==> config.mk <==
export PLATFORM = sky130hd
export DESIGN_NAME = spi_qspi_ctrl_flat
export DESIGN_NICKNAME = d
export VERILOG_FILES = /design/src/rtl/spi_qspi_ctrl_if.sv /design/src/rtl/spi_qspi_ctrl.sv /design/src/flat_wrapper.sv
export SDC_FILE = /design/constraint.sdc
export NUM_CORES = 1
export LEC_CHECK = 0
export ABC_CLOCK_PERIOD_IN_PS = 3100
export CAP_MARGIN = 0
export CORE_ASPECT_RATIO = 0.5
export CORE_UTILIZATION = 45
export CTS_BUF_LIST = sky130_fd_sc_hd__clkbuf_4
export CTS_CLUSTER_DIAMETER = 200
export DETAILED_ROUTE_END_ITERATION = 8
export PLACE_DENSITY = 0.61
export SYNTH_ARGS = -nofsm -noshare
export SYNTH_HDL_FRONTEND = slang
export SYNTH_SLANG_ARGS = --single-unit
==> constraint.sdc <==
create_clock -name aclk -period 3.1 [get_ports aclk]
set_input_delay 0.31 -clock aclk [delete_from_list [all_inputs] [get_ports aclk]]
set_output_delay 0.31 -clock aclk [all_outputs]
set_load 0.01 [all_outputs]
==> src/rtl/spi_qspi_ctrl_if.sv <==
// Register request/response channel from the AXI front-end, and the SPI pad bundle.
interface qspi_bus_if;
  logic       req_vld, req_rdy, req_read, rsp_vld, rsp_rdy;
  logic [2:0] req_addr;
  logic [7:0] req_dat, rsp_dat;
  modport master (output req_vld, req_addr, req_read, req_dat, rsp_rdy,
                  input  req_rdy, rsp_vld, rsp_dat);
  modport slave  (input  req_vld, req_addr, req_read, req_dat, rsp_rdy,
                  output req_rdy, rsp_vld, rsp_dat);
endinterface

interface spi_pad_if;
  logic       sck_o, sdo_en, sdo_o, sdo_i, sdi_en, sdi_o, sdi_i;
  logic [3:0] csn_en, csn_o, csn_i;
  modport master (output sck_o, csn_en, csn_o, sdo_en, sdo_o, sdi_en, sdi_o,
                  input  csn_i, sdo_i, sdi_i);
  modport pad    (input  sck_o, csn_en, csn_o, sdo_en, sdo_o, sdi_en, sdi_o,
                  output csn_i, sdo_i, sdi_i);
endinterface

==> src/rtl/spi_qspi_ctrl.sv <==
// Byte-wide register-mapped SPI master: CTRL/STATUS/DATA/DIV/CS/CSIN registers,
// TX/RX byte FIFOs and a shift engine supporting all CPOL/CPHA modes.
module spi_qspi_ctrl #(
  parameter int          FIFO_DP = 4,
  parameter logic [7:0]  DIV_RST = 8'h03
) (
  input  logic       aclk,
  input  logic       aresetn,
  qspi_bus_if.slave  qspi_if,
  spi_pad_if.master  spi_if,
  output logic       qspi_busy,
  output logic       qspi_irq
);
  localparam int AW = $clog2(FIFO_DP);
  localparam logic [AW:0] FULL = (AW+1)'(FIFO_DP);

  typedef enum logic [1:0] {IDLE, SHIFT, GAP} st_e;

  logic [7:0] ctrl_q, div_q, cs_q, rsp_dat_q, rdata;
  logic       rsp_vld_q, done_q, wcol_q;
  logic       acc, wr, wr_ctrl, wr_stat, wr_data, rd_data, abort;
  logic       en, cpol, cpha;

  logic [7:0]    tx_mem [FIFO_DP];
  logic [7:0]    rx_mem [FIFO_DP];
  logic [AW-1:0] tx_wp_q, tx_rp_q, rx_wp_q, rx_rp_q;
  logic [AW:0]   tx_cnt_q, rx_cnt_q;
  logic          tx_full, tx_empty, rx_full, rx_empty, tx_push, tx_pop, rx_push, rx_pop;

  st_e        state_q, state_d;
  logic [7:0] hcnt_q, hcnt_d, sr_q, sr_d, rxs_q, rxs_d, div_l_q, div_l_d, rx_nxt;
  logic [3:0] edg_q, edg_d;
  logic       sck_q, sck_d, sdo_q, sdo_d, cpha_l_q, cpha_l_d;
  logic       tick, edge_odd, samp, shft, start, byte_done;
  logic       unused_sdo;

  assign en   = ctrl_q[6];
  assign cpol = ctrl_q[3];
  assign cpha = ctrl_q[2];

  assign acc     = qspi_if.req_vld & ~rsp_vld_q;
  assign wr      = acc & ~qspi_if.req_read;
  assign wr_ctrl = wr & (qspi_if.req_addr == 3'd0);
  assign wr_stat = wr & (qspi_if.req_addr == 3'd1);
  assign wr_data = wr & (qspi_if.req_addr == 3'd2);
  assign rd_data = acc & qspi_if.req_read & (qspi_if.req_addr == 3'd2);
  // Only an EN 1->0 write aborts and flushes, so bytes can be queued while disabled.
  assign abort   = wr_ctrl & en & ~qspi_if.req_dat[6];

  assign tx_full  = (tx_cnt_q == FULL);
  assign tx_empty = (tx_cnt_q == '0);
  assign rx_full  = (rx_cnt_q == FULL);
  assign rx_empty = (rx_cnt_q == '0);
  assign tx_push  = wr_data & ~tx_full;
  assign tx_pop   = start;
  assign rx_push  = byte_done;
  assign rx_pop   = rd_data & ~rx_empty;

  assign qspi_busy = (state_q != IDLE) | (~tx_empty & en);
  assign qspi_irq  = done_q & ctrl_q[7];

  assign qspi_if.req_rdy = ~rsp_vld_q;
  assign qspi_if.rsp_vld = rsp_vld_q;
  assign qspi_if.rsp_dat = rsp_dat_q;

  assign spi_if.sck_o  = (state_q == SHIFT) ? sck_q : cpol;
  assign spi_if.sdo_o  = sdo_q;
  assign spi_if.sdo_en = en;
  assign spi_if.csn_en = cs_q[7:4];
  assign spi_if.csn_o  = cs_q[3:0];
  assign spi_if.sdi_en = 1'b0;
  assign spi_if.sdi_o  = 1'b0;
  assign unused_sdo    = spi_if.sdo_i;

  // Read data mux for the addressed register.
  always_comb begin
    rdata = 8'h00;
    case (qspi_if.req_addr)
      3'd0: rdata = ctrl_q;
      3'd1: rdata = {done_q, wcol_q, 1'b0, qspi_busy, tx_full, tx_empty, rx_full, rx_empty};
      3'd2: rdata = rx_empty ? 8'h00 : rx_mem[rx_rp_q];
      3'd3: rdata = div_q;
      3'd4: rdata = cs_q;
      3'd5: rdata = {4'b0, spi_if.csn_i};
      default: rdata = 8'h00;
    endcase
  end

  // Register file, status flags and the single-outstanding response slot.
  always_ff @(posedge aclk or negedge aresetn) begin
    if (!aresetn) begin
      ctrl_q <= 8'h00; div_q <= DIV_RST; cs_q <= 8'h0F;
      done_q <= 1'b0; wcol_q <= 1'b0;
      rsp_vld_q <= 1'b0; rsp_dat_q <= 8'h00;
    end else begin
      if (wr_ctrl) ctrl_q <= qspi_if.req_dat & 8'hCC;
      if (wr & (qspi_if.req_addr == 3'd3)) div_q <= qspi_if.req_dat;
      if (wr & (qspi_if.req_addr == 3'd4)) cs_q  <= qspi_if.req_dat;
      // Set beats W1C when both land in the same cycle.
      done_q <= (done_q & ~(wr_stat & qspi_if.req_dat[7])) | byte_done;
      wcol_q <= (wcol_q & ~(wr_stat & qspi_if.req_dat[6])) | (wr_data & tx_full);
      if (acc) begin
        rsp_vld_q <= 1'b1;
        rsp_dat_q <= qspi_if.req_read ? rdata : 8'h00;
      end else if (qspi_if.rsp_rdy) begin
        rsp_vld_q <= 1'b0;
      end
    end
  end

  // FIFO storage (contents need no reset; pointers and counts do).
  always_ff @(posedge aclk) begin
    if (tx_push) tx_mem[tx_wp_q] <= qspi_if.req_dat;
    if (rx_push) rx_mem[rx_wp_q] <= rx_nxt;
  end

  // FIFO pointers and occupancy; disable flushes both queues.
  always_ff @(posedge aclk or negedge aresetn) begin
    if (!aresetn) begin
      tx_wp_q <= '0; tx_rp_q <= '0; tx_cnt_q <= '0;
      rx_wp_q <= '0; rx_rp_q <= '0; rx_cnt_q <= '0;
    end else if (abort) begin
      tx_wp_q <= '0; tx_rp_q <= '0; tx_cnt_q <= '0;
      rx_wp_q <= '0; rx_rp_q <= '0; rx_cnt_q <= '0;
    end else begin
      if (tx_push) tx_wp_q <= tx_wp_q + 1'b1;
      if (tx_pop)  tx_rp_q <= tx_rp_q + 1'b1;
      if (rx_push) rx_wp_q <= rx_wp_q + 1'b1;
      if (rx_pop)  rx_rp_q <= rx_rp_q + 1'b1;
      tx_cnt_q <= tx_cnt_q + {{AW{1'b0}}, tx_push} - {{AW{1'b0}}, tx_pop};
      rx_cnt_q <= rx_cnt_q + {{AW{1'b0}}, rx_push} - {{AW{1'b0}}, rx_pop};
    end
  end

  // Shift engine state register.
  always_ff @(posedge aclk or negedge aresetn) begin
    if (!aresetn) begin
      state_q <= IDLE; hcnt_q <= 8'h00; edg_q <= 4'h0; sr_q <= 8'h00; rxs_q <= 8'h00;
      sck_q <= 1'b0; sdo_q <= 1'b0; cpha_l_q <= 1'b0; div_l_q <= 8'h00;
    end else begin
      state_q <= state_d; hcnt_q <= hcnt_d; edg_q <= edg_d; sr_q <= sr_d; rxs_q <= rxs_d;
      sck_q <= sck_d; sdo_q <= sdo_d; cpha_l_q <= cpha_l_d; div_l_q <= div_l_d;
    end
  end

  // Shift engine next state: mode and divider are latched per byte.
  always_comb begin
    state_d = state_q; hcnt_d = hcnt_q; edg_d = edg_q; sr_d = sr_q; rxs_d = rxs_q;
    sck_d = sck_q; sdo_d = sdo_q; cpha_l_d = cpha_l_q; div_l_d = div_l_q;
    start = 1'b0; byte_done = 1'b0;
    tick     = (hcnt_q == div_l_q);
    edge_odd = ~edg_q[0];  // the upcoming edge is number edg_q+1
    samp     = tick & (cpha_l_q ? ~edge_odd : edge_odd);
    shft     = tick & (cpha_l_q ? edge_odd : (~edge_odd & (edg_q != 4'd15)));
    rx_nxt   = samp ? {rxs_q[6:0], spi_if.sdi_i} : rxs_q;
    case (state_q)
      IDLE: if (en & ~tx_empty & ~rx_full & ~abort) begin
        start = 1'b1; state_d = SHIFT; hcnt_d = 8'h00; edg_d = 4'h0; rxs_d = 8'h00;
        sck_d = cpol; cpha_l_d = cpha; div_l_d = div_q;
        sr_d  = cpha ? tx_mem[tx_rp_q] : {tx_mem[tx_rp_q][6:0], 1'b0};
        if (!cpha) sdo_d = tx_mem[tx_rp_q][7];
      end
      SHIFT: if (abort) begin
        state_d = IDLE;
      end else begin
        hcnt_d = tick ? 8'h00 : hcnt_q + 8'd1;
        if (tick) begin
          sck_d = ~sck_q; edg_d = edg_q + 4'd1; rxs_d = rx_nxt;
          if (shft) begin sdo_d = sr_q[7]; sr_d = {sr_q[6:0], 1'b0}; end
          if (edg_q == 4'd15) begin byte_done = 1'b1; state_d = GAP; end
        end
      end
      GAP: if (abort || tick) begin
        state_d = IDLE;
      end else begin
        hcnt_d = hcnt_q + 8'd1;
      end
      default: state_d = IDLE;
    endcase
  end
endmodule
==> src/flat_wrapper.sv <==
// flat-port wrapper written by rule: the top's interface ports become plain ports
module spi_qspi_ctrl_flat 
#(
  parameter int          FIFO_DP = 4,
  parameter logic [7:0]  DIV_RST = 8'h03
)
  (aclk, aresetn, qspi_busy, qspi_irq, qspi_if_req_vld, qspi_if_req_addr, qspi_if_req_read, qspi_if_req_dat, qspi_if_rsp_rdy, qspi_if_req_rdy, qspi_if_rsp_vld, qspi_if_rsp_dat, spi_if_sck_o, spi_if_csn_en, spi_if_csn_o, spi_if_sdo_en, spi_if_sdo_o, spi_if_sdi_en, spi_if_sdi_o, spi_if_csn_i, spi_if_sdo_i, spi_if_sdi_i);
  qspi_bus_if qspi_if_i ();
  spi_pad_if spi_if_i ();
  input  logic aclk;
  input  logic aresetn;
  output logic qspi_busy;
  output logic qspi_irq;
  input wire logic [$bits(qspi_if_i.req_vld)-1:0] qspi_if_req_vld;
  input wire logic [$bits(qspi_if_i.req_addr)-1:0] qspi_if_req_addr;
  input wire logic [$bits(qspi_if_i.req_read)-1:0] qspi_if_req_read;
  input wire logic [$bits(qspi_if_i.req_dat)-1:0] qspi_if_req_dat;
  input wire logic [$bits(qspi_if_i.rsp_rdy)-1:0] qspi_if_rsp_rdy;
  output wire logic [$bits(qspi_if_i.req_rdy)-1:0] qspi_if_req_rdy;
  output wire logic [$bits(qspi_if_i.rsp_vld)-1:0] qspi_if_rsp_vld;
  output wire logic [$bits(qspi_if_i.rsp_dat)-1:0] qspi_if_rsp_dat;
  output wire logic [$bits(spi_if_i.sck_o)-1:0] spi_if_sck_o;
  output wire logic [$bits(spi_if_i.csn_en)-1:0] spi_if_csn_en;
  output wire logic [$bits(spi_if_i.csn_o)-1:0] spi_if_csn_o;
  output wire logic [$bits(spi_if_i.sdo_en)-1:0] spi_if_sdo_en;
  output wire logic [$bits(spi_if_i.sdo_o)-1:0] spi_if_sdo_o;
  output wire logic [$bits(spi_if_i.sdi_en)-1:0] spi_if_sdi_en;
  output wire logic [$bits(spi_if_i.sdi_o)-1:0] spi_if_sdi_o;
  input wire logic [$bits(spi_if_i.csn_i)-1:0] spi_if_csn_i;
  input wire logic [$bits(spi_if_i.sdo_i)-1:0] spi_if_sdo_i;
  input wire logic [$bits(spi_if_i.sdi_i)-1:0] spi_if_sdi_i;
  assign qspi_if_i.req_vld = qspi_if_req_vld;
  assign qspi_if_i.req_addr = qspi_if_req_addr;
  assign qspi_if_i.req_read = qspi_if_req_read;
  assign qspi_if_i.req_dat = qspi_if_req_dat;
  assign qspi_if_i.rsp_rdy = qspi_if_rsp_rdy;
  assign qspi_if_req_rdy = qspi_if_i.req_rdy;
  assign qspi_if_rsp_vld = qspi_if_i.rsp_vld;
  assign qspi_if_rsp_dat = qspi_if_i.rsp_dat;
  assign spi_if_sck_o = spi_if_i.sck_o;
  assign spi_if_csn_en = spi_if_i.csn_en;
  assign spi_if_csn_o = spi_if_i.csn_o;
  assign spi_if_sdo_en = spi_if_i.sdo_en;
  assign spi_if_sdo_o = spi_if_i.sdo_o;
  assign spi_if_sdi_en = spi_if_i.sdi_en;
  assign spi_if_sdi_o = spi_if_i.sdi_o;
  assign spi_if_i.csn_i = spi_if_csn_i;
  assign spi_if_i.sdo_i = spi_if_sdo_i;
  assign spi_if_i.sdi_i = spi_if_sdi_i;
  spi_qspi_ctrl #(.FIFO_DP(FIFO_DP), .DIV_RST(DIV_RST)) u_core (.aclk(aclk), .aresetn(aresetn), .qspi_if(qspi_if_i), .spi_if(spi_if_i), .qspi_busy(qspi_busy), .qspi_irq(qspi_irq));
endmodule
After elaboration in Yosys (flattened, before gate mapping)
Memory sizes are Yosys's and may differ from the RTL's.
Index checks and enable logic that the tools add are counted.
- output and inout bits: 25
- flip-flop bits (word level): 86
- memory bits (read-only): 0
- RAM bits: 64
- latch bits: 0
- word-level logic and storage cells: 177
- memories kept: 2
- memory list (name ; depth ; bits a word ; rd ports ; clocked after memory_dff ; wr ports ; RTL line ; text):
    u_core.rx_mem ; 4 ; 8 ; 1 ; 0 ; 1 ; spi_qspi_ctrl.sv:25 ; logic [7:0] rx_mem [FIFO_DP];
    u_core.tx_mem ; 4 ; 8 ; 1 ; 0 ; 1 ; spi_qspi_ctrl.sv:24 ; logic [7:0] tx_mem [FIFO_DP];
- equal/unequal tests: 21
- multiply operators: 0
- shifts and indexed selects: 0
- bitwise operators: 40
- muxes and demuxes: 63
- magnitude comparators: 0
- reductions and logical operators: 19
- div/mod/pow operators: 0
- add/sub/neg operators: 10
- operator list (operator ; count):
    $mux W8 ; 14
    $pmux W8 S6 ; 1
    $pmux W8 S2 ; 2
    $mux W2 ; 13
    $and A1 B1 Y1 ; 25
    $pmux W8 S3 ; 1
    $mux W1 ; 23
    $reduce_bool A2 Y1 ; 7
    $eq A3 B3 Y1 const B ; 4
    $mux W4 ; 3
    $not A1 Y1 ; 12
    $reduce_and A4 Y1 ; 3
    $logic_not A3 Y1 ; 3
    $add A2 B1 Y2 const B ; 4
    $add A8 B1 Y8 const B ; 1
    $eq A8 B8 Y1 ; 1
    $ne A2 B1 Y1 const B ; 4
    $pmux W4 S2 ; 1
    $add A3 B1 Y3 ; 2
    $eq A3 B2 Y1 const B ; 2
    $mux W3 ; 2
    $ne A2 B2 Y1 const B ; 3
    $pmux W2 S3 ; 1
    $reduce_and A6 Y1 ; 1
    other kinds (16) ; 20

Longest topological paths before layout
- depth in word-level cells: 12
- gate-level depth with buffers: 13
- gate-level depth less buffers: 12

Worst setup path before layout
Ideal clock, no wire load.
- path kind: flip-flop to flip-flop
- start point: reg u_core.rsp_vld_q, in the netlist u_core.qspi_if.rsp_vld
- end point: reg u_core.tx_cnt_q[2]
- data arrival time: 2.705 ns
- stages on the path, launching flop included: 14
- library setup time: 0.132 ns
- path buffers: 1
- slack: 0.263 ns
- required time: 2.968 ns
- cell sequence: dfrtp_1 > nor3b_2 > nand3_1 > nand3_1 > inv_1 > clkbuf_1 > ha_1 > inv_1 > ha_1 > inv_1 > fa_1 > xor2_1 > xnor2_1 > nor2_1
- word-level cells in the longest chain between the ends: 12
- elaborated cells between the ends (all ways): 15
- those cells by class: add/sub: 2; mux: 3; bitwise: 10
- ends and longest elaborated chain (item ; RTL line ; text):
    start: declaration ; spi_qspi_ctrl.sv:20 ; logic rsp_vld_q, done_q, wcol_q;
    start signal: assignment ; spi_qspi_ctrl.sv:94 ; rsp_vld_q <= 1'b0; rsp_dat_q <= 8'h00;
    start signal: assignment ; spi_qspi_ctrl.sv:103 ; rsp_vld_q <= 1'b1;
    start signal: assignment ; spi_qspi_ctrl.sv:106 ; rsp_vld_q <= 1'b0;
    $not A1 Y1 ; spi_qspi_ctrl.sv:41 ; assign acc = qspi_if.req_vld & ~rsp_vld_q;
    $and A1 B1 Y1 ; spi_qspi_ctrl.sv:41 ;
    $and A1 B1 Y1 ; spi_qspi_ctrl.sv:42 ; assign wr = acc & ~qspi_if.req_read;
    $and A1 B1 Y1 ; spi_qspi_ctrl.sv:43 ; assign wr_ctrl = wr & (qspi_if.req_addr == 3'd0);
    $and A1 B1 Y1 (2 in a row) ; spi_qspi_ctrl.sv:48 ; assign abort = wr_ctrl & en & ~qspi_if.req_dat[6];
    $not A1 Y1 ; spi_qspi_ctrl.sv:157 ; IDLE: if (en & ~tx_empty & ~rx_full & ~abort) begin
    $and A1 B1 Y1 ; spi_qspi_ctrl.sv:157 ;
    $mux W1 ; spi_qspi_ctrl.sv:157 ;
    $mux W1 ; spi_qspi_ctrl.sv:156 ; case (state_q)
    net u_core.start ; spi_qspi_ctrl.sv:34 ; logic tick, edge_odd, samp, shft, start, byte_done;
    $sub A3 B1 Y3 ; spi_qspi_ctrl.sv:130 ; tx_cnt_q <= tx_cnt_q + {{AW{1'b0}}, tx_push} - {{AW{1'b0}}, tx_pop};
    $mux W3 ; spi_qspi_ctrl.sv:122 ; end else if (abort) begin
    end signal: assignment ; spi_qspi_ctrl.sv:130 ;
    end: declaration ; spi_qspi_ctrl.sv:27 ; logic [AW:0] tx_cnt_q, rx_cnt_q;
The timed path passes the listed nets, and every way through them passes these cells.
A chain may end at the register's enable or synchronous reset.

Final worst setup path
- start point: reg u_core.state_q[1]
- end point: out spi_if_sck_o
- word-level cells in the longest chain between the ends: 2
- ends and longest elaborated chain (item ; RTL line ; text):
    start: declaration ; spi_qspi_ctrl.sv:30 ; st_e state_q, state_d;
    start signal: assignment ; spi_qspi_ctrl.sv:141 ; state_q <= state_d; hcnt_q <= hcnt_d; edg_q <= edg_d; sr_q <= sr_d; rxs_q <= rxs_d;
    $eq A2 B1 Y1 ; spi_qspi_ctrl.sv:66 ; assign spi_if.sck_o = (state_q == SHIFT) ? sck_q : cpol;
    $mux W1 ; spi_qspi_ctrl.sv:66 ;
    end: declaration ; flat_wrapper.sv:22 ; output wire logic [$bits(spi_if_i.sck_o)-1:0] spi_if_sck_o;
Every way passes these cells.

==> summary.md <==
| Metric | Value |
|---|---|
| Status | `finished with violations` |
| Failing checks | `design-rule violations` |
| DRT antenna net count | `0` |
| Chip Height | `90.6 microns` |
| Post-Syn Area | `approximately 0.0071 sq mm` |
| Most instantiated cells after synthesis | `nand2_1, dfrtp_1, edfxtp_1, mux2_2, o21ai_0` |
| Required @ worst endpoint | `between 2 and 3 ns` |
| Total of max-cap violations | `0` |
| RSZ-0062 raised after global routing | `no` |
| Hold Path Class | `in2async` |
| Seq/Total Area, Yosys | `between 50% and 60%` |
| Congestion Overflow GR | `0` |
| Reg-to-reg setup timing slack | `a little under 0.3 ns` |
| Fin worst setup slack | `between 0.2 and 0.3 ns` |
| Most common cell in the netlist | `nand2_1` |
| Clock root buffer | `clkbuf_4` |
| Top cell type's share of synthesized area | `~28%` |
| Area leader, netlist | `dfrtp_1` |
| Initial Utilization | `between 40% and 50%` |
| P_leak | `0.00331 uW` |
| Clock slew at reported path FFs | `between 0.1 and 0.15 ns` |
| Total CTS buffers | `17` |
| Routed wire per std cell | `approximately 18 microns` |
| CTS tree | `yes` |
| R2R cell count | `11` |
| Antenna cells | `0` |
| Ranking of synthesized cells by area | `dfrtp_1, edfxtp_1, mux2_2, mux4_2, nand2_1` |
| Max incr delay on CP | `between 0.5 and 0.6 ns` |
| Worst path slowest cell | `clkdlybuf4s50_1` |
| Worst R2R End | `u_core.rx_cnt_q[2]` |
| Post-synthesis cell type count | `between 50 and 60` |
| Post-CTS setup buffer count | `0` |
| Mapped Cells | `564` |
| Critical path type | `reg2out` |
| Placement Setup Slack | `~0.26 ns` |
| Crit path DAT | `between 2 and 3 ns` |
| IO Pins | `47` |
| Fmax | `approximately 0.35 GHz` |
| Yosys reg bits | `150` |
| Critical Path Fanout Max | `23` |
| DR pass1 iterations | `7` |
| Crit-path cells | `inv_1 -> ha_1 -> buf_4 -> buf_6 -> nand2_1 -> o21ai_0 -> clkdlybuf4s50_1` |
| Clk_skew | `between 0.02 and 0.025 ns` |
| Compound-cell area share of the yosys netlist | `slightly above 8%` |
| Ys Warns | `0` |
| Final net count | `about 660` |
| Worst IR Drop VDD | `about 0.00034 V` |
| Crit path capture type | `primary output` |
| Ys async rst share | `around 57%` |
| Die W | `around 180 microns` |
| Drc violations | `2` |
| Post-DR vias/cell | `between 5 and 6` |
| Pwr per Cell Area | `803 mW/mm^2` |
| Global-route wire length before repair | `between 20 and 25 mm` |
| Die area | `0.0162 sq mm` |
| IO buf count | `43` |
| Worst slew pin tran | `roughly 1.1 ns` |
| Crit share post-route | `about nine tenths` |
| Setup violators final | `0` |
| Final Critical Period | `~2.8 ns` |
| Most used DFF post-synth | `dfrtp_1` |
| CTS max path bufs | `2` |
| Adder-cell share of the synthesized area | `roughly 3.8%` |
| Clock H-tree levels | `4` |
| Largest net degree at the start of global routing | `47` |
| Layout cells sized above 1 | `between 10% and 20%` |
| Final Hold Viols | `0` |
| HPWL after DPL | `around 11 mm` |
| Final Hold Slack | `0.321 ns` |
| Setup tns final | `0 ns` |
| Via count | `around 4.5k` |
| Routed WL | `between 15 and 20 mm` |
| RR Startpoint | `u_core.hcnt_q[3]` |
| Initial antenna violation count | `0` |
| Post-Syn Area per Cell | `12.5 sq um` |
| Routability Congestion | `0.789` |
| Post-synth EDFFs | `between 60 and 70` |
| Floorplan row count | `31` |
| Clk_lat worst skew | `~0.54 ns` |
| GRT Total Usage | `20.6%` |
| Main combinational cell family by area after synthesis | `multiplexers` |
| Post-DP Area | `between 0.007 and 0.008 sq mm` |
| Clk sinks | `150` |
| Synth-to-Final Area Change | `14.7%` |
| Vias in the first global route | `around 4.5k` |
| Simple-Gate Fraction of Synth Area | `about an eighth` |
| Core footprint | `0.0149 sq mm` |
| Slew headroom | `approximately 26%` |
| Post-synthesis mux area share | `13.2%` |
| Slew Limit Fails | `0` |
| Synth Area in XOR/XNOR | `2.11%` |
| Startpoint Class | `flip-flop` |
| Iteration-0 DRC count of the detailed router | `a little under 300` |
| Design Area, Final | `around 0.0081 sq mm` |
## what timing repair did
action,CTS,global route
gates resized for setup,0,1
endpoints found under the hold margin,39,0
endpoints found under the setup margin,0,1
hold buffers,1,0
## report_power, final
group          switching, uW  internal (uW)
Combinational           1120           1090
Clock                    711            645
Sequential               427           2500
Total                   2260           4240
## routing by layer
| metal | track usage, % | up-vias | wire, microns |
|---|---|---|---|
| li1 | - | 2161 | - |
| met3 | 4.71 | 12 | 476 |
| met1 | 29.8 | 2288 | 7730 |
| met5 | 0 | - | 0 |
| met4 | 5.60 | 0 | 120 |
| met2 | 31.0 | 52 | 7060 |
## worst max-delay path by stage
stage                                 from            endpoint  slack [ns]  depth (start not counted)
global route              u_core.hcnt_q[4]  u_core.rx_cnt_q[2]        0.05                         11
global placement        qspi_if_req_dat[6]  u_core.tx_cnt_q[2]        0.27                         13
detailed placement         qspi_if_req_vld      u_core.sr_q[6]        0.26                          7
finish                   u_core.state_q[1]        spi_if_sck_o        0.26                          7
floorplan           u_core.qspi_if.rsp_vld  u_core.tx_cnt_q[2]        0.26                         13
CTS                      u_core.state_q[1]        spi_if_sck_o        0.13                          7
## critical path, delay by kind of cell, from the launching register on
kind | cells | cell delay (ns)
DFF | 1 | 0.42
buffers and inverters | 4 | 1.18
AOI/OAI and AO/OA | 1 | 0.09
adders and majority gates | 1 | 0.21
and+or+nand+nor | 1 | 0.08
## stage by stage
step                      std cells  utilization (%)  total power (uW)
after floorplan                 565                -              4500
after global placement          799             52.2              5140
after detailed placement        799             52.2              5190
after CTS                       832             54.4              6560
after global routing            832             54.4              6960
final                           832             54.4              6500
## cell usage in the layout, fill, tap and decap left out, types with 8 or more instances in the layout
cell and n:
mux2i_1 14, nor2_1 23, and3_1 12, clkdlybuf4s50_1 42, clkbuf_4 18, nand2b_1 11
ha_1 18, edfxtp_1 64, mux2_2 37, o221ai_1 8, a21oi_1 10, mux4_2 16
nand2_1 81, nand3_1 19, o21ai_0 30, xor2_1 12, inv_1 19, buf_4 20
and2_1 12, dfrtp_1 80
## layout make-up
cell class,count,area [sq um]
Timing Repair Buffer,65,612
Clock buffer,18,135
Clock inverter,14,180
Inverter,19,71.3
Multi-Input combinational cell,368,2780
Sequential cell,150,4080
Fill cell,1316,6790
Tap cell,198,248
## state kept, by name, summed over array words and instances (netlist names), 2 cells and up
register and count:
u_core.rx_cnt_q 3, u_core.state_q 2, u_core.sr_q 8, u_core.ctrl_q 4, u_core.hcnt_q 8, u_core.rx_mem 32, u_core.div_l_q 8, u_core.cs_q 8
u_core.rx_rp_q 2, u_core.edg_q 4, u_core.rxs_q 8, u_core.div_q 8, u_core.tx_mem 32, u_core.tx_cnt_q 3, u_core.tx_wp_q 2, u_core.qspi_if.rsp_dat 8
u_core.rx_wp_q 2, u_core.tx_rp_q 2
## cell families after synthesis
logic type	after synthesis
other cells	1
simple gates	177
fa+ha+maj	20
flops	150
mux	68
xor+xnor	17
buf+inv	47
compound gates	84
No activity file was read; power rests on OpenSTA's default activity.
==> patch 1 (config.mk and constraints unchanged) <==
Encoding of `st_e`: now one-hot (3 bits for 3 values).
--- a/src/rtl/spi_qspi_ctrl.sv
+++ b/src/rtl/spi_qspi_ctrl.sv
@@ -15,5 +15,5 @@
   localparam logic [AW:0] FULL = (AW+1)'(FIFO_DP);
 
-  typedef enum logic [1:0] {IDLE, SHIFT, GAP} st_e;
+  typedef enum logic [2:0] {IDLE = 3'b001, SHIFT = 3'b010, GAP = 3'b100} st_e;
 
   logic [7:0] ctrl_q, div_q, cs_q, rsp_dat_q, rdata;
Formal check against the unedited RTL: no difference found for any inputs over 4 cycles, from zero or initial values and one cycle with aresetn low; so few cycles prove little.
==> patch 1 against the unedited design <==
  * Power is 12% lower
  * Area after synthesis decreased by 0.62%
  * Design area down 1.4%
  * Worst hold slack better by 4.5 ps
  * Routed wire length is 2.2% lower
  * Sequential cell count grew 1
  * Setup slack better by 120 ps
  * Largest power group unchanged
==> patch 1: results (changes against the unedited design) <==
[global_route]
track_usage_pct = 20.38  ; -0.19 points
use_met1_pct = 29.97  ; +0.14 points
grt_util_met3_pct = 5.345  ; +0.63 points
gr-usage-met2_pct = 29.94  ; -1.1 points
grt_max_degree = 55  ; +17%
grt_pass1_wl_mm = 24.23  ; -2.5%

[synthesis]
synthTopCellsByCount = nand2_1 (86), dfrtp_1 (80), edfxtp_1 (64)
async_flop_share_pct = 57.62  ; +0.28 points
synth_top_family_by_area = simple AND/OR/NAND/NOR gates
synth.area.top_cells = dfrtp_1 (29%), edfxtp_1 (27%), mux4_2 (5.1%), nand2_1 (4.6%), mux2_2 (3.5%)
synth_compound_gate_area_share_pct = 7.377  ; -0.79 points
synth_xor_area_share_pct = 2.245  ; +0.14 points
ys_seq_area_share_pct = 58.50  ; +0.73 points
avgSynthCellArea_sq_um = 12.28  ; -2.0%
synth.distinct_cells = 62  ; +11%
muxShareOfSynthArea_pct = 11.69  ; -1.5 points

[place]
dpl_cell_area_sq_um = 7692  ; -1.1%
io_buffers = 43  ; unchanged
place_ws_ps = 294.6  ; +34.42 ps
place_inst = 805  ; +0.75%

[route]
drt_iter0_drc = 295  ; +1.7%
post_drt_via_cell_ratio = 5.272  ; -2.8%
wl_met3_microns = 529  ; +11%
wl_met1_mm = 7.548  ; -2.4%
firstDrtPassIters = 4  ; -3
wl_per_cell_microns = 17.97  ; -2.9%
route.met2.wl_mm = 6.909  ; -2.2%

[finish]
drive_gt1_share_pct = 17.50  ; -1.1 points
nets = 665  ; +0.30%
final_cells = 838  ; +0.72%

[setup_path]
startpoint = u_core.state_q[0]
r2r_setup_slack_ps = 380  ; +90 ps
r2r_cells = 12  ; +1
critPathMaxStageDelay_ps = 610  ; +40 ps
r2r_end = u_core.tx_cnt_q[2]
crit_type = flop to flop
worstPathArrival_ps = 3150  ; +620 ps

[clock_network]
clk_path_buf_depth = 2  ; unchanged
clkLatencyLatePin_ps = 560  ; +20 ps

[timing]
fin_skew_ps = 22.04  ; -2.038 ps
fmax_mhz = 367.4  ; +4.3%
relSlewSlack_pct = 52.08  ; +26 points

[power]
power.leakage_nw = 3.169  ; -4.2%
ir_drop_mv = 0.3070  ; -8.9%

[outcome]
status = complete, no violations

[patch 1: changes by cell type in the layout (fill, tap and decap cells not counted), moves of 7 or more]
| cell | before | now |
|---|---|---|
| mux2_2 | 37 | 22 |
| o21ai_0 | 30 | 43 |
| and3_1 | 12 | 2 |
| o221ai_1 | 8 | 0 |
| xnor2_1 | 5 | 13 |
| inv_1 | 19 | 26 |
| nand2b_1 | 11 | 4 |
| nor2_1 | 23 | 30 |
| xor2_1 | 12 | 5 |
[patch 1: where the power goes]
group          internal, mW  switching, mW
Clock                 0.586          0.682
Sequential             2.43          0.388
Combinational         0.832          0.834
[patch 1: area by class of cell]
| cell class | instances | area, sq um |
|---|---|---|
| sequential | 151 | 4108 |
| fill | 1273 | 6864 |
| timing repair buffer | 63 | 580.6 |
| tap | 198 | 247.7 |
| inverter | 27 | 101.3 |
| clock inverter | 11 | 131.4 |
| multi-input combinational | 367 | 2665 |
| clock buffer | 21 | 157.7 |
==> patch 2 (config.mk and constraints unchanged) <==
Made on the original files. `FIFO_DP` is set to 4 in 2 places; all go to 2.
--- a/src/rtl/spi_qspi_ctrl.sv
+++ b/src/rtl/spi_qspi_ctrl.sv
@@ -2,5 +2,5 @@
 // TX/RX byte FIFOs and a shift engine supporting all CPOL/CPHA modes.
 module spi_qspi_ctrl #(
-  parameter int          FIFO_DP = 4,
+  parameter int          FIFO_DP = 2,
   parameter logic [7:0]  DIV_RST = 8'h03
 ) (
--- a/src/flat_wrapper.sv
+++ b/src/flat_wrapper.sv
@@ -2,5 +2,5 @@
 module spi_qspi_ctrl_flat 
 #(
-  parameter int          FIFO_DP = 4,
+  parameter int          FIFO_DP = 2,
   parameter logic [7:0]  DIV_RST = 8'h03
 )
Behaviour: not the same (a bounded check fails within 10 cycles, from zero or initial values and one cycle with aresetn low).
==> patch 2 against the unedited design <==
  * Power is 24% lower
  * Design area is 22% lower
  * Synthesized cell count is 17% lower
  * Critical path depth is 2 lower
  * First-iteration DRC count is 15% lower
  * Routed wire length is 19% lower
  * Combinational power is 10% lower
  * Area after synthesis is 22% lower
  * Setup slack better by 120 ps
  * Worst hold slack better by 28 ps
  * Sequential cell count is 38 lower
  * Count of clock-buffer cells in the layout is 9 lower
  * Die area is 22% lower
  * Largest cell class unchanged
  * Largest power group unchanged
==> patch 2: results (changes against the unedited design) <==
[route]
route.met2.wl_mm = 5.259  ; -26%
drt_iter0_drc = 246  ; -15%
wl_met1_mm = 6.529  ; -16%
firstDrtPassIters = 5  ; -2
wl_met3_microns = 525  ; +10%

[setup_path]
worstPathArrival_ps = 2400  ; -130 ps
worst-path-max-fanout = 27  ; +17%

[synthesis]
async_flop_share_pct = 71.43  ; +14 points
ys_seq_area_share_pct = 54.05  ; -3.7 points
synthTopCellsByCount = dfrtp_1 (74), nand2_1 (46), mux2_2 (43)
synth-edff-count = 32  ; -50%
synth.area.top_cells = dfrtp_1 (34%), edfxtp_1 (17%), mux2_2 (8.8%), mux2i_1 (4.0%), nand2_1 (3.1%)

[global_route]
grt_pass1_wl_mm = 19.84  ; -20%
grt_max_degree = 65  ; +38%
grt_util_met3_pct = 4.641  ; -0.073 points
gr-usage-met2_pct = 30.75  ; -0.27 points
grt_pass1_vias = 3605  ; -21%

[clock_network]
numCtsBuffers = 9  ; -8
path_clk_slew_ps = 180  ; +50 ps

[place]
hpwl_mm = 9.032  ; -17%

[finish]
fill_cells = 1066  ; -19%
drive_gt1_share_pct = 19.89  ; +1.3 points
reg_top3 = u_core.rx_mem: 16 flops, u_core.tx_mem: 16 flops

[power]
p_switching_mw = 1.891  ; -16%
power.leakage_nw = 2.607  ; -21%
pwr-share-comb_pct = 40.2  ; +6.1 points
ir_drop_mv = 0.2872  ; -15%

[timing]
fin_skew_ps = 16.77  ; -7.308 ps
relSlewSlack_pct = 43.05  ; +17 points

[outcome]
status = complete, no violations

patch 2: cell types whose count changed after synthesis, moves of 9 or more:
cell,unedited run,this run
o21ai_0,30,20
and3_1,12,3
mux4_2,16,0
nand2_1,81,46
xor2_1,12,3
edfxtp_1,64,32
patch 2: path summary, 6_finish.rpt:
| path | endpoint | startpoint | slack (ps) | cells after the start |
|---|---|---|---|---|
| min in group asynchronous | u_core.edg_q[2] | aresetn | 450 | 2 |
| min | u_core.qspi_if.rsp_vld | qspi_if_rsp_rdy | 350 | 2 |
| max | spi_if_sck_o | u_core.state_q[1] | 390 | 5 |
| max reg2reg | u_core.tx_cnt_q[1] | u_core.tx_cnt_q[1] | 660 | 9 |
| min reg2reg | u_core.sr_q[0] | u_core.sr_q[0] | 500 | 1 |
| max in group asynchronous | u_core.qspi_if.rsp_dat[3] | aresetn | 1980 | 3 |
patch 2: power groups by stage:
| stage | clock (mW) | sequential, mW | combinational (mW) |
|---|---|---|---|
| floorplan | 0 | 2.09 | 1.42 |
| global placement | 0 | 2.21 | 1.97 |
| detailed placement | 0 | 2.21 | 2.00 |
| CTS | 0.806 | 2.18 | 2.00 |
| global route | 0.857 | 2.23 | 2.19 |
| finish | 0.776 | 2.18 | 1.99 |
patch 2: through the flow:
| step | util [%] | worst slack, ps | total power, mW | instances |
|---|---|---|---|---|
| 6_report | 53.61 | 385.6 | 4.949 | 693 |
| 5_1_grt | 53.61 | 260.9 | 5.277 | 693 |
| 4_1_cts | 53.61 | 368.8 | 4.993 | 693 |
| 3_5_place_dp | 52.20 | 459.3 | 4.209 | 676 |
| 3_3_place_gp | 52.20 | 457.7 | 4.181 | 676 |
| 2_1_floorplan | - | 484.0 | 3.502 | 469 |
patch 2: cells by family after synthesis:
logic type	Yosys count	share of synthesized area, %
xor+xnor	16	2.550
other cells	1	0.06824
simple gates	126	11.93
buf+inv	39	3.028
fa+ha+maj	10	2.277
mux	65	12.82
flops	112	54.05
compound gates	99	13.27
patch 2: area by class of cell:
class | count | area, sq um | share of cell area, %
clock buffer | 9 | 67.56 | 1.064
clock inverter | 7 | 90.09 | 1.419
inverter | 19 | 71.32 | 1.123
multi-input combinational | 318 | 2362 | 37.21
sequential | 112 | 2970 | 46.79
tap | 165 | 206.4 | 3.252
timing repair buffer | 63 | 580.6 | 9.145
patch 2: critical path, cell delays in order (launching register included):
cell	delay [ps]
dfrtp_1	430
inv_1	110
ha_1	230
buf_4	310
mux2_2	370
clkdlybuf4s50_1	480
patch 2: what timing repair did:
action,in CTS,in global routing
hold endpoints to repair,56,0
endpoints found under the setup margin,0,0
hold buffers,1,0
